## src/rtl/seg7_pkg.sv

```systemverilog
// Shared seven-segment definitions for the scan driver and the upstream encoder.
// Segment order is a..g with bit 0 = a. Codes are active-high (1 = lit).
package seg7_pkg;

  localparam int unsigned SEG_W_DEF = 7;

  typedef logic [SEG_W_DEF-1:0] seg_code_t;

  localparam seg_code_t SEG_BLANK = '0;

  localparam seg_code_t SEG_HEX_0 = 7'h3F;
  localparam seg_code_t SEG_HEX_1 = 7'h06;
  localparam seg_code_t SEG_HEX_2 = 7'h5B;
  localparam seg_code_t SEG_HEX_3 = 7'h4F;
  localparam seg_code_t SEG_HEX_4 = 7'h66;
  localparam seg_code_t SEG_HEX_5 = 7'h6D;
  localparam seg_code_t SEG_HEX_6 = 7'h7D;
  localparam seg_code_t SEG_HEX_7 = 7'h07;
  localparam seg_code_t SEG_HEX_8 = 7'h7F;
  localparam seg_code_t SEG_HEX_9 = 7'h6F;
  localparam seg_code_t SEG_HEX_A = 7'h77;
  localparam seg_code_t SEG_HEX_B = 7'h7C;
  localparam seg_code_t SEG_HEX_C = 7'h39;
  localparam seg_code_t SEG_HEX_D = 7'h5E;
  localparam seg_code_t SEG_HEX_E = 7'h79;
  localparam seg_code_t SEG_HEX_F = 7'h71;

  // Hex nibble to active-high segment code.
  function automatic seg_code_t hex_to_seg(input logic [3:0] nib);
    seg_code_t code;
    case (nib)
      4'h0:    code = SEG_HEX_0;
      4'h1:    code = SEG_HEX_1;
      4'h2:    code = SEG_HEX_2;
      4'h3:    code = SEG_HEX_3;
      4'h4:    code = SEG_HEX_4;
      4'h5:    code = SEG_HEX_5;
      4'h6:    code = SEG_HEX_6;
      4'h7:    code = SEG_HEX_7;
      4'h8:    code = SEG_HEX_8;
      4'h9:    code = SEG_HEX_9;
      4'hA:    code = SEG_HEX_A;
      4'hB:    code = SEG_HEX_B;
      4'hC:    code = SEG_HEX_C;
      4'hD:    code = SEG_HEX_D;
      4'hE:    code = SEG_HEX_E;
      default: code = SEG_HEX_F;
    endcase
    return code;
  endfunction

endpackage

```

## src/rtl/seg7_scan_timer.sv

```systemverilog
// Digit scan timer: refresh counter, digit index, dead-zone flag, wrap strobe
// and the registered frame_tick that is high in the cycle idx becomes 0.
module seg7_scan_timer #(
  parameter  int unsigned DIGITS      = 2,
  parameter  int unsigned REFRESH_DIV = 100000,
  parameter  int unsigned DEAD_CYCLES = 2,
  localparam int unsigned CNT_W       = $clog2(REFRESH_DIV),
  localparam int unsigned IDX_W       = $clog2(DIGITS)
) (
  input  logic             clk,
  input  logic             rst,
  output logic [IDX_W-1:0] idx,
  output logic             dead,
  output logic             wrap,
  output logic             frame_tick
);

  logic [CNT_W-1:0] cnt_q, cnt_d;
  logic [IDX_W-1:0] idx_q, idx_d;
  logic             frame_tick_q, frame_tick_d;
  logic             cnt_last, idx_last;

  // Next-state for counter and digit index; idx wraps explicitly at DIGITS-1.
  always_comb begin
    cnt_last     = (cnt_q == CNT_W'(REFRESH_DIV - 1));
    idx_last     = (idx_q == IDX_W'(DIGITS - 1));
    cnt_d        = cnt_last ? '0 : cnt_q + 1'b1;
    idx_d        = idx_q;
    if (cnt_last) begin
      idx_d = idx_last ? '0 : idx_q + 1'b1;
    end
    frame_tick_d = cnt_last && idx_last;
  end

  // Timer state registers.
  always_ff @(posedge clk or posedge rst) begin
    if (rst) begin
      cnt_q        <= '0;
      idx_q        <= '0;
      frame_tick_q <= 1'b0;
    end else begin
      cnt_q        <= cnt_d;
      idx_q        <= idx_d;
      frame_tick_q <= frame_tick_d;
    end
  end

  assign idx        = idx_q;
  assign dead       = (cnt_q < CNT_W'(DEAD_CYCLES));
  assign wrap       = cnt_last && idx_last;
  assign frame_tick = frame_tick_q;

endmodule

```

## src/rtl/seg7_scan_driver.sv

```systemverilog
// Double-buffered multiplexed seven-segment driver. Frames are accepted over
// valid/ready into a pending buffer and committed to the display only at the
// scan-frame wrap, so a frame is never shown half-updated.
// Optional build macro SEG7_STALE_BLANK_EN: blank the display once no frame
// has been committed for TIMEOUT_CYCLES cycles.
module seg7_scan_driver
  import seg7_pkg::*;
#(
  parameter  int unsigned DIGITS         = 2,
  parameter  int unsigned SEG_W          = SEG_W_DEF,
  parameter  int unsigned REFRESH_DIV    = 100000,
  parameter  int unsigned DEAD_CYCLES    = 2,
  parameter  int unsigned TIMEOUT_CYCLES = 50_000_000,
  localparam int unsigned IDX_W          = $clog2(DIGITS)
) (
  input  logic                         clk,
  input  logic                         rst,
  input  logic                         s_valid,
  output logic                         s_ready,
  input  logic [DIGITS-1:0][SEG_W-1:0] s_data,
  output logic [SEG_W-1:0]             seg_n,
  output logic [DIGITS-1:0]            an_n,
  output logic                         frame_tick
);

  typedef logic [DIGITS-1:0][SEG_W-1:0] frame_t;

  localparam frame_t BLANK_FRAME = {DIGITS{SEG_W'(SEG_BLANK)}};

  logic [IDX_W-1:0]  idx;
  logic              dead, wrap;
  logic              xfer, commit;

  frame_t            pbuf_q, pbuf_d;
  frame_t            display_q, display_d;
  logic              pending_q, pending_d;
  logic              s_ready_q, s_ready_d;
  logic [SEG_W-1:0]  seg_n_q, seg_n_d;
  logic [DIGITS-1:0] an_n_q, an_n_d;

`ifdef SEG7_STALE_BLANK_EN
  localparam int unsigned STALE_W = $clog2(TIMEOUT_CYCLES + 1);
  logic [STALE_W-1:0] stale_q, stale_d;
`else
  // Timeout has no effect without stale blanking; kept so both builds share one interface.
  if (TIMEOUT_CYCLES == 0) begin : g_timeout_unused
  end
`endif

  seg7_scan_timer #(
    .DIGITS      (DIGITS),
    .REFRESH_DIV (REFRESH_DIV),
    .DEAD_CYCLES (DEAD_CYCLES)
  ) u_timer (
    .clk        (clk),
    .rst        (rst),
    .idx        (idx),
    .dead       (dead),
    .wrap       (wrap),
    .frame_tick (frame_tick)
  );

  // Handshake capture, wrap-time commit and optional stale blanking.
  always_comb begin
    xfer      = s_valid && s_ready_q;
    commit    = wrap && pending_q;
    pbuf_d    = pbuf_q;
    pending_d = pending_q;
    display_d = display_q;
    if (xfer) begin
      pbuf_d    = s_data;
      pending_d = 1'b1;
    end else if (commit) begin
      display_d = pbuf_q;
      pending_d = 1'b0;
    end
    // Registered ready keeps s_ready low in the first cycle after reset.
    s_ready_d = ~pending_d;
`ifdef SEG7_STALE_BLANK_EN
    if (commit) begin
      stale_d = '0;
    end else if (stale_q != STALE_W'(TIMEOUT_CYCLES)) begin
      stale_d = stale_q + 1'b1;
    end else begin
      stale_d = stale_q;
    end
    if (!commit && (stale_d == STALE_W'(TIMEOUT_CYCLES))) begin
      display_d = BLANK_FRAME;
    end
`endif
  end

  // Pin drive for the slot the timer currently points at; blank in the dead zone.
  always_comb begin
    seg_n_d = '1;
    an_n_d  = '1;
    if (!dead) begin
      seg_n_d = ~display_q[idx];
      an_n_d  = ~(DIGITS'(1) << idx);
    end
  end

  // Buffer, handshake and output registers.
  always_ff @(posedge clk or posedge rst) begin
    if (rst) begin
      pbuf_q    <= BLANK_FRAME;
      display_q <= BLANK_FRAME;
      pending_q <= 1'b0;
      s_ready_q <= 1'b0;
      seg_n_q   <= '1;
      an_n_q    <= '1;
`ifdef SEG7_STALE_BLANK_EN
      stale_q   <= '0;
`endif
    end else begin
      pbuf_q    <= pbuf_d;
      display_q <= display_d;
      pending_q <= pending_d;
      s_ready_q <= s_ready_d;
      seg_n_q   <= seg_n_d;
      an_n_q    <= an_n_d;
`ifdef SEG7_STALE_BLANK_EN
      stale_q   <= stale_d;
`endif
    end
  end

  assign s_ready = s_ready_q;
  assign seg_n   = seg_n_q;
  assign an_n    = an_n_q;

endmodule

```

## config.mk

```make
export PLATFORM = sky130hd
export DESIGN_NAME = seg7_scan_driver
export DESIGN_NICKNAME = d
export VERILOG_FILES = /design/src/rtl/seg7_pkg.sv /design/src/rtl/seg7_scan_timer.sv /design/src/rtl/seg7_scan_driver.sv
export SDC_FILE = /design/constraint.sdc
export NUM_CORES = 1
export LEC_CHECK = 0
export ABC_AREA = 1
export ABC_CLOCK_PERIOD_IN_PS = 3700
export CAP_MARGIN = 20
export CELL_PAD_IN_SITES_DETAIL_PLACEMENT = 2
export CELL_PAD_IN_SITES_GLOBAL_PLACEMENT = 2
export CORE_AREA = 2 2 98 100
export DETAILED_ROUTE_END_ITERATION = 12
export DIE_AREA = 0 0 100 102
export GPL_ROUTABILITY_DRIVEN = 1
export PLACE_DENSITY = 0.79
export SYNTH_ARGS = -nofsm -noshare
export SYNTH_HDL_FRONTEND = slang
export SYNTH_SLANG_ARGS = --single-unit
export TNS_END_PERCENT = 1
```

## constraint.sdc

```tcl
create_clock -name clk -period 3.7 [get_ports clk]
set_input_delay 0.74 -clock clk [delete_from_list [all_inputs] [get_ports clk]]
set_output_delay 0.74 -clock clk [all_outputs]
set_load 0.02 [all_outputs]
```

# Word-level counts from Yosys, hierarchy flattened
# Index checks and enable logic that the tools add are counted.
[word_totals]
reg_bits = 58
out_inout_bits = 11
[op_classes]
n_addsub = 2
n_lt_le_gt_ge = 2
eq_ne = 1
shifts = 1
mux = 8
bitwise = 4
reduce_logical = 4
[op_table]
columns = ["cell", "n"]
rows = [
  ["$mux W7", 3],
  ["$add A17 B1 Y17 const B", 1],
  ["$eq A17 B17 Y1 const B", 1],
  ["$lt A17 B2 Y1 const B", 1],
  ["$mux W17", 1],
  ["$not A7 Y7", 1],
  ["$logic_and A1 B1 Y1", 3],
  ["$mux W1", 3],
  ["$lt A1 B2 Y1 const B", 1],
  ["$mux W2", 1],
  ["$not A1 Y1", 2],
  ["$not A2 Y2", 1],
  ["$reduce_and A2 Y1", 1],
  ["$shl A1 B1 Y2 const A", 1],
  ["$add A1 B1 Y1 const B", 1],
]

# Logic depth before layout (Yosys ltp)
# Gate-level depths: netlist of the first run.
[logic_depth]
word_depth = 6
depth_mapped = 10
depth_no_buf = 10

# Cells and area by module
# From an unflattened synthesis of the first run, not the netlist that was laid out.
[hier_totals]
hier_cells = 348
area_unflattened_um2 = 2768.9
[by_module_without_submodules]
columns = ["module", "instances", "cells_per_inst", "area_each_um2"]
rows = [
  ["seg7_scan_driver", 1, 170, 1552.7],
  ["seg7_scan_timer", 1, 178, 1216.2],
]

# Worst setup path before layout of the first run
# No wires, ideal clock.
[synth_timing]
kind = "input port to flip-flop"
start = "input s_valid"
end = "register pbuf_q[10] (netlist bit)"
arrival_time_ns = 1.530
required_time_ns = 3.575
slack_ns = 2.046
cell_stages = 3
n_path_buf = 1
cell_sequence = "nand2_1 -> buf_1 -> mux2_2"
[synth_between]
elab_chain_cells = 1
[synth_lines]
columns = ["item", "line_no", "text"]
rows = [
  ["start, declared", "seg7_scan_driver.sv:18", "input logic s_valid,"],
  ["$logic_and A1 B1 Y1", "seg7_scan_driver.sv:65", "xfer = s_valid && s_ready_q;"],
  ["end signal, assigned", "seg7_scan_driver.sv:116", "pbuf_q <= pbuf_d;"],
  ["end, declared", "seg7_scan_driver.sv:34", "frame_t pbuf_q, pbuf_d;"],
]
# Every way passes these cells.
# A chain may end at the register's enable or synchronous reset.

# Final worst setup path of the first run
[layout_timing]
start = "register seg_n_q[3], in the netlist seg_n[3]"
end = "output seg_n[3]"
[layout_lines]
columns = ["item", "line_no", "text"]
rows = [
  ["start, declared", "seg7_scan_driver.sv:38", "logic [SEG_W-1:0] seg_n_q, seg_n_d;"],
  ["start signal, assigned", "seg7_scan_driver.sv:120", "seg_n_q <= seg_n_d;"],
  ["end, declared", "seg7_scan_driver.sv:21", "output logic [SEG_W-1:0] seg_n,"],
]
# No word-level cell between the ends.

==> flow_metrics.tcl, run 1 <==
set metrics [dict create \
    post-place-ws_ps 1155 \
    crit_slowest_cell "clkdlybuf4s50_1" \
    crit_type "reg -> out" \
    seqPwrFrac_pct 46.0 \
    route.detailed.drc 0 \
    arrival_ps 1450 \
    yosys.area_share.simple_pct 29.07 \
    vias 2038 \
    hold_violations 0 \
    vias_per_cell 4.653 \
    ctsRootBufferMaster "clkbuf_8" \
    tightest_slew_ps 821.5 \
    layout_setup_ws_ps 1506 \
    skew_ps 8.028 \
    cts_buffer_depth 2 \
    cts_setup_buffers 0 \
    synth.ff_latch_count 58 \
    vdd_drop_max_v 0.0001764 \
    drv_slew 0 \
    p_leak_nw 1.618 \
    synth_top_family_by_area "simple AND/OR/NAND/NOR gates" \
    cts_tree "yes" \
    status "finished, final reports clean" \
    rsz0062_at_grt "false" \
    crit_path_max_fanout 1 \
    wl_per_cell_um 15.28 \
    antenna_found_initial 0 \
    grt_pass1_vias 2227 \
    synthXorXnorAreaFrac_pct 2.630 \
    combPwrFrac_pct 2.3 \
    cts_made_buffers 9 \
    ys_types 29 \
    final_common_cell "nand2_1" \
    final_layout_size_suffix_gt1_share_pct 20.49 \
    fmax_ghz 0.4557 \
    synth_fa_ha_area_share_pct 0.4697 \
    layout.nets 340 \
    io_pins 28 \
    path_delay_family "buffers and inverters" \
    post_cts_resize_count 0 \
    cts.sinks 58 \
    grt_pass1_wl_mm 11.47 \
    cp_cell_sequence "clkdlybuf4s50_1" \
    cp_num_buf_inv 1 \
    grt-ovfl-total 0 \
    synthesis.nets 305 \
    internal_power_mw 1.097 \
    ant_nets 0 \
    synth-seq-area-share_pct 54.91 \
    seq_area_um2 1463 \
    critPathLaunchType "register" \
    hpwlAfterDp_mm 4.919 \
    clk_latency_ps 340 \
    die_y_um 102 \
    coreArea_um2 9109 \
    finalWirelength_mm 6.694 \
    drv_cap 0 \
    area_growth_pct 23.72 \
    slowest_delay_ps 600 \
    gp_congestion 0.8306 \
    p_per_area_nw_per_um2 418.7 \
    nFillCells 1030 \
    end_kind "output pin" \
    final_cell_mix "nand2_1 (87), dfrtp_1 (49), clkdlybuf4s50_1 (27)" \
    fin_crit_ps 2194 \
    dieArea_um2 10200 \
    row_count 35 \
    multi_input_comb_area_um2 1050 \
    antenna_cells 0 \
    p_sw_mw 0.2825 \
    drt-pass1-iter-count 4 \
    postSynthCellCount 287 \
    fin_crit_sh_pct 59.31 \
    maxSlewHeadroom_pct 45.10 \
    synth.cell_area_um2 2664 \
    initial_core_util_pct 29.24 \
    ctsHoldBuffers 0 \
    grt_use_total_pct 14.82 \
    drt_iter0_markers 52 \
    required_ps 2960 \
    tns_ps 0 \
    die_x_um 100 \
    path_clk_slew_ps 70 \
    ys_warn_count 0 \
    hp-class "reg -> reg" \
    setup_viol 0 \
    pwr-share-clk_pct 51.8 \
    synth_area_per_cell_um2 9.282 \
    grt_max_degree 33 \
    synthMuxAreaShare_pct 5.918 \
    cts_max_level 3 \
    synth_compound_area_share_pct 1.315 \
    numPortBuffers 27 \
    swShare_pct 20.47 \
]
==> flip-flops by register name, indices dropped and copies added (netlist names) <==
signal / flops
an_n: 2
display_q: 14
pbuf_q: 14
pending_q: 1
s_ready: 1
seg_n: 7
u_timer.cnt_q: 17
u_timer.frame_tick: 1
u_timer.idx: 1
==> layout make-up <==
type / count / share of cell area, %
clock buffers: 9 / 3.759
clock inverters: 7 / 3.569
inverters: 29 / 3.341
multi-input cells: 194 / 31.85
flip-flops and latches: 58 / 44.38
well taps: 111 / 4.214
repair buffers: 30 / 8.884
==> metrics by stage <==
step / area, um^2 / utilization (%) / hold WS (ps) / total power [mW] / cells
3_3_place_gp: 3054 / 33.53 / 464.4 / 0.6783 / 422
6_report: 3296 / 36.18 / 487.8 / 1.380 / 438
3_5_place_dp: 3054 / 33.53 / 468.6 / 0.6790 / 422
4_1_cts: 3296 / 36.18 / 489.9 / 1.403 / 438
5_1_grt: 3296 / 36.18 / 512.0 / 1.435 / 438
2_1_floorplan: 2664 / - / 448.9 / 0.6554 / 287
==> power by group through the flow <==
stage	registers [mW]	logic, mW	clock network [mW]
CTS	0.634	0.0330	0.736
detailed placement	0.646	0.0330	0
floorplan	0.646	0.00934	0
global placement	0.646	0.0323	0
global route	0.634	0.0351	0.766
finish	0.634	0.0311	0.715
==> final timing paths <==
kind	start	endpoint	slack, ps	depth (start not counted)
min	display_q[6]$_DFFE_PP0P_	display_q[6]$_DFFE_PP0P_	490	2
max in group asynchronous	rst	seg_n[2]$_DFF_PP1_	2120	3
max	seg_n[3]$_DFF_PP1_	seg_n[3]	1510	1
min in group asynchronous	rst	u_timer.cnt_q[7]$_DFF_PP0_	820	2
min reg2reg	display_q[6]$_DFFE_PP0P_	display_q[6]$_DFFE_PP0P_	490	2
max reg2reg	u_timer.cnt_q[1]$_DFF_PP0_	display_q[3]$_DFFE_PP0P_	1930	8
==> synthesized netlist by cell type, drive strengths merged <==
library cell / n / share of area (%)
xor2: 8 / 2.6
a21oi: 2 / 0.38
o21a: 1 / 0.28
a211oi: 1 / 0.28
dfrtp: 49 / 46
mux2: 14 / 5.9
nand2: 93 / 14
nand4: 10 / 2.9
nor3: 6 / 1.1
dfstp: 9 / 8.9
nor4: 2 / 0.47
clkinv: 3 / 0.47
nand3: 23 / 4.8
o21ai: 2 / 0.38
nor2: 31 / 6.1
ha: 1 / 0.47
buf: 6 / 1.5
inv: 26 / 3.7
==> cells by family (layout without fill, tap and decap cells) <==
family                   count (synthesis)  in the layout
multiplexers                            14             14
AO/OA/AOI/OAI                            6              6
AND/OR/NAND/NOR                        165            165
adder cells (fa/ha/maj)                  1              1
buffers and inverters                   35             75
flip-flops                              58             58
XOR/XNOR                                 8              8
==> per-layer routing <==
| layer | up-vias | global-route usage, % | share of wire (%) |
|---|---|---|---|
| li1 | 984 | - | - |
| met2 | 29 | 23.60 | 46 |
| met5 | - | 0 | 0 |
| met3 | 10 | 2.326 | 2.2 |
| met4 | 0 | 8.114 | 2.4 |
| met1 | 1015 | 19.52 | 49 |
(Power assumes the default switching activity.)
==> run 2: changes to the inputs <==
--- a/config.mk
+++ b/config.mk
@@ -6,7 +6,7 @@
 export NUM_CORES = 1
 export LEC_CHECK = 0
 export ABC_AREA = 1
-export ABC_CLOCK_PERIOD_IN_PS = 3700
+export ABC_CLOCK_PERIOD_IN_PS = 1800
 export CAP_MARGIN = 20
 export CELL_PAD_IN_SITES_DETAIL_PLACEMENT = 2
 export CELL_PAD_IN_SITES_GLOBAL_PLACEMENT = 2
@@ -14,7 +14,7 @@
 export DETAILED_ROUTE_END_ITERATION = 12
 export DIE_AREA = 0 0 100 102
 export GPL_ROUTABILITY_DRIVEN = 1
-export PLACE_DENSITY = 0.79
+export PLACE_DENSITY = 0.81
 export SYNTH_ARGS = -nofsm -noshare
 export SYNTH_HDL_FRONTEND = slang
 export SYNTH_SLANG_ARGS = --single-unit
==> constraint.sdc (replaced) <==
create_clock -name clk -period 1.8 [get_ports clk]
set_input_delay 0.36 -clock clk [delete_from_list [all_inputs] [get_ports clk]]
set_output_delay 0.36 -clock clk [all_outputs]
set_load 0.02 [all_outputs]
==> flow_metrics.tcl, run 2 (same netlist as run 1, synthesis figures left out) <==
set metrics [dict create \
    drt-pass1-iter-count 4 \
    antenna_found_initial 0 \
    path_delay_family "simple AND/OR/NAND/NOR gates" \
    end_kind "register" \
    tns_ps 0 \
    final_common_cell "nand2_1" \
    io_pins 28 \
    antenna_cells 0 \
    vias_per_cell 4.810 \
    area_growth_pct 27.71 \
    cts_made_buffers 9 \
    hold_violations 0 \
    pwr-share-clk_pct 50.2 \
    cts_tree "yes" \
    ctsHoldBuffers 0 \
    fin_crit_ps 1698 \
    critPathLaunchType "register" \
    largestRegisters "u_timer.cnt_q (17), display_q (14), pbuf_q (14)" \
    cts_buffer_depth 2 \
    rsz0062_at_grt "false" \
    numPortBuffers 27 \
    fmax_ghz 0.5891 \
    swShare_pct 21.61 \
    crit_type "reg -> reg" \
    layout.nets 349 \
    r2r_cells 10 \
    grt_pass1_wl_mm 12.14 \
    r2r_slack_ps 100 \
    crit_path_max_fanout 14 \
    grt-ovfl-total 0 \
    nFillCells 991 \
    largest_reg_flops 17 \
    p_per_area_nw_per_um2 809.3 \
    final_cell_mix "nand2_1 (87), dfrtp_1 (49), nor2_1 (24)" \
    cts.sinks 58 \
    p_leak_nw 1.650 \
    grt_pass1_vias 2350 \
    coreArea_um2 9109 \
    grt_max_degree 31 \
    setup_viol 0 \
    crit_slowest_cell "dfrtp_1" \
    vdd_drop_max_v 0.0003366 \
    layout_setup_ws_ps 102.4 \
    p_sw_mw 0.5950 \
    vias 2150 \
    tightest_slew_ps 480.9 \
    r2r-start "u_timer.cnt_q[0]$_DFF_PP0_" \
    fin_crit_sh_pct 94.31 \
    placed_area_um2 3132 \
    seqPwrFrac_pct 47.4 \
    status "finished, final reports clean" \
    die_x_um 100 \
    finalWirelength_mm 7.476 \
    arrival_ps 1990 \
    internal_power_mw 2.158 \
    gp_congestion 0.8617 \
    path_clk_slew_ps 70 \
    grt_use_total_pct 15.78 \
    clk_latency_ps 360 \
    stdcell_area_um2 3402 \
    initial_core_util_pct 29.24 \
    slowest_delay_ps 440 \
    maxSlewHeadroom_pct 67.69 \
    post-place-ws_ps 61.35 \
    hp-class "in -> async" \
    whs_ps 308.5 \
    row_count 35 \
    dieArea_um2 10200 \
    drt_iter0_markers 60 \
    route.detailed.drc 0 \
    cpMostUsedCell "nand2_1" \
    skew_ps 11.76 \
    top_register "u_timer.cnt_q" \
    timing.rr.end "display_q[9]$_DFFE_PP0P_" \
    ctsRootBufferMaster "clkbuf_8" \
    cp_cell_sequence "ha_4 > nand2_2 > inv_2 > nand2_1 > nor2_2 > nand3_4 > nor2_4 > buf_12 > nand3_1 > nand2_1" \
    drv_cap 0 \
    combPwrFrac_pct 2.5 \
    drv_slew 0 \
    final_layout_size_suffix_gt1_share_pct 22.92 \
    cp_num_buf_inv 2 \
    hpwlAfterDp_mm 5.275 \
    ant_nets 0 \
    cp_num_cells 10 \
    wl_per_cell_um 16.72 \
    die_y_um 102 \
    required_ps 2100 \
    cts_max_level 3 \
]
## run 2: through the flow
stage / utilization [%] / instances / power [mW]
after CTS: 36.76 / 445 / 2.810
after detailed placement: 34.38 / 429 / 1.399
final: 37.35 / 447 / 2.753
after global routing: 37.35 / 447 / 2.850
after global placement: 34.38 / 429 / 1.397
after floorplan: - / 287 / 1.347
## run 2: layout make-up
cell class	count	area [um^2]	share of cell area, %
Sequential cell	58	1463	42.99
Multi-Input combinational cell	195	1084	31.85
Timing Repair Buffer	38	379.1	11.14
Tap cell	111	138.9	4.082
Clock buffer	10	137.6	4.046
Inverter	29	110.1	3.236
Clock inverter	6	90.09	2.648
## run 2: what timing repair did
action | 4_1_cts | 5_1_grt
pin swaps | 0 | 2
gates resized for setup | 9 | 3
setup endpoints to repair | 9 | 16
buffers inserted | 0 | 1
cloned | 0 | 1
## run 2: worst max-delay path by stage
stage | from | end | slack [ps]
floorplan | rst | display_q[0]$_DFFE_PP0P_ | 30
global placement | s_valid | display_q[5]$_DFFE_PP0P_ | 160
detailed placement | u_timer.cnt_q[1]$_DFF_PP0_ | display_q[1]$_DFFE_PP0P_ | 60
CTS | u_timer.cnt_q[1]$_DFF_PP0_ | display_q[9]$_DFFE_PP0P_ | 2
global route | u_timer.cnt_q[0]$_DFF_PP0_ | display_q[1]$_DFFE_PP0P_ | 1
finish | u_timer.cnt_q[0]$_DFF_PP0_ | display_q[9]$_DFFE_PP0P_ | 100
## run 2: per-layer routing
layer	track usage [%]	share of wire, %
met1	19.77	44
met4	8.535	2.6
met3	3.557	3.5
met2	25.52	50
met5	0	0
## run 2: power groups by stage
stage / combinational [mW] / sequential (mW) / clock, mW
5_1_grt: 0.0764 / 1.30 / 1.47
4_1_cts: 0.0717 / 1.30 / 1.43
2_1_floorplan: 0.0192 / 1.33 / 0
6_report: 0.0677 / 1.30 / 1.38
3_3_place_gp: 0.0693 / 1.33 / 0
3_5_place_dp: 0.0713 / 1.33 / 0
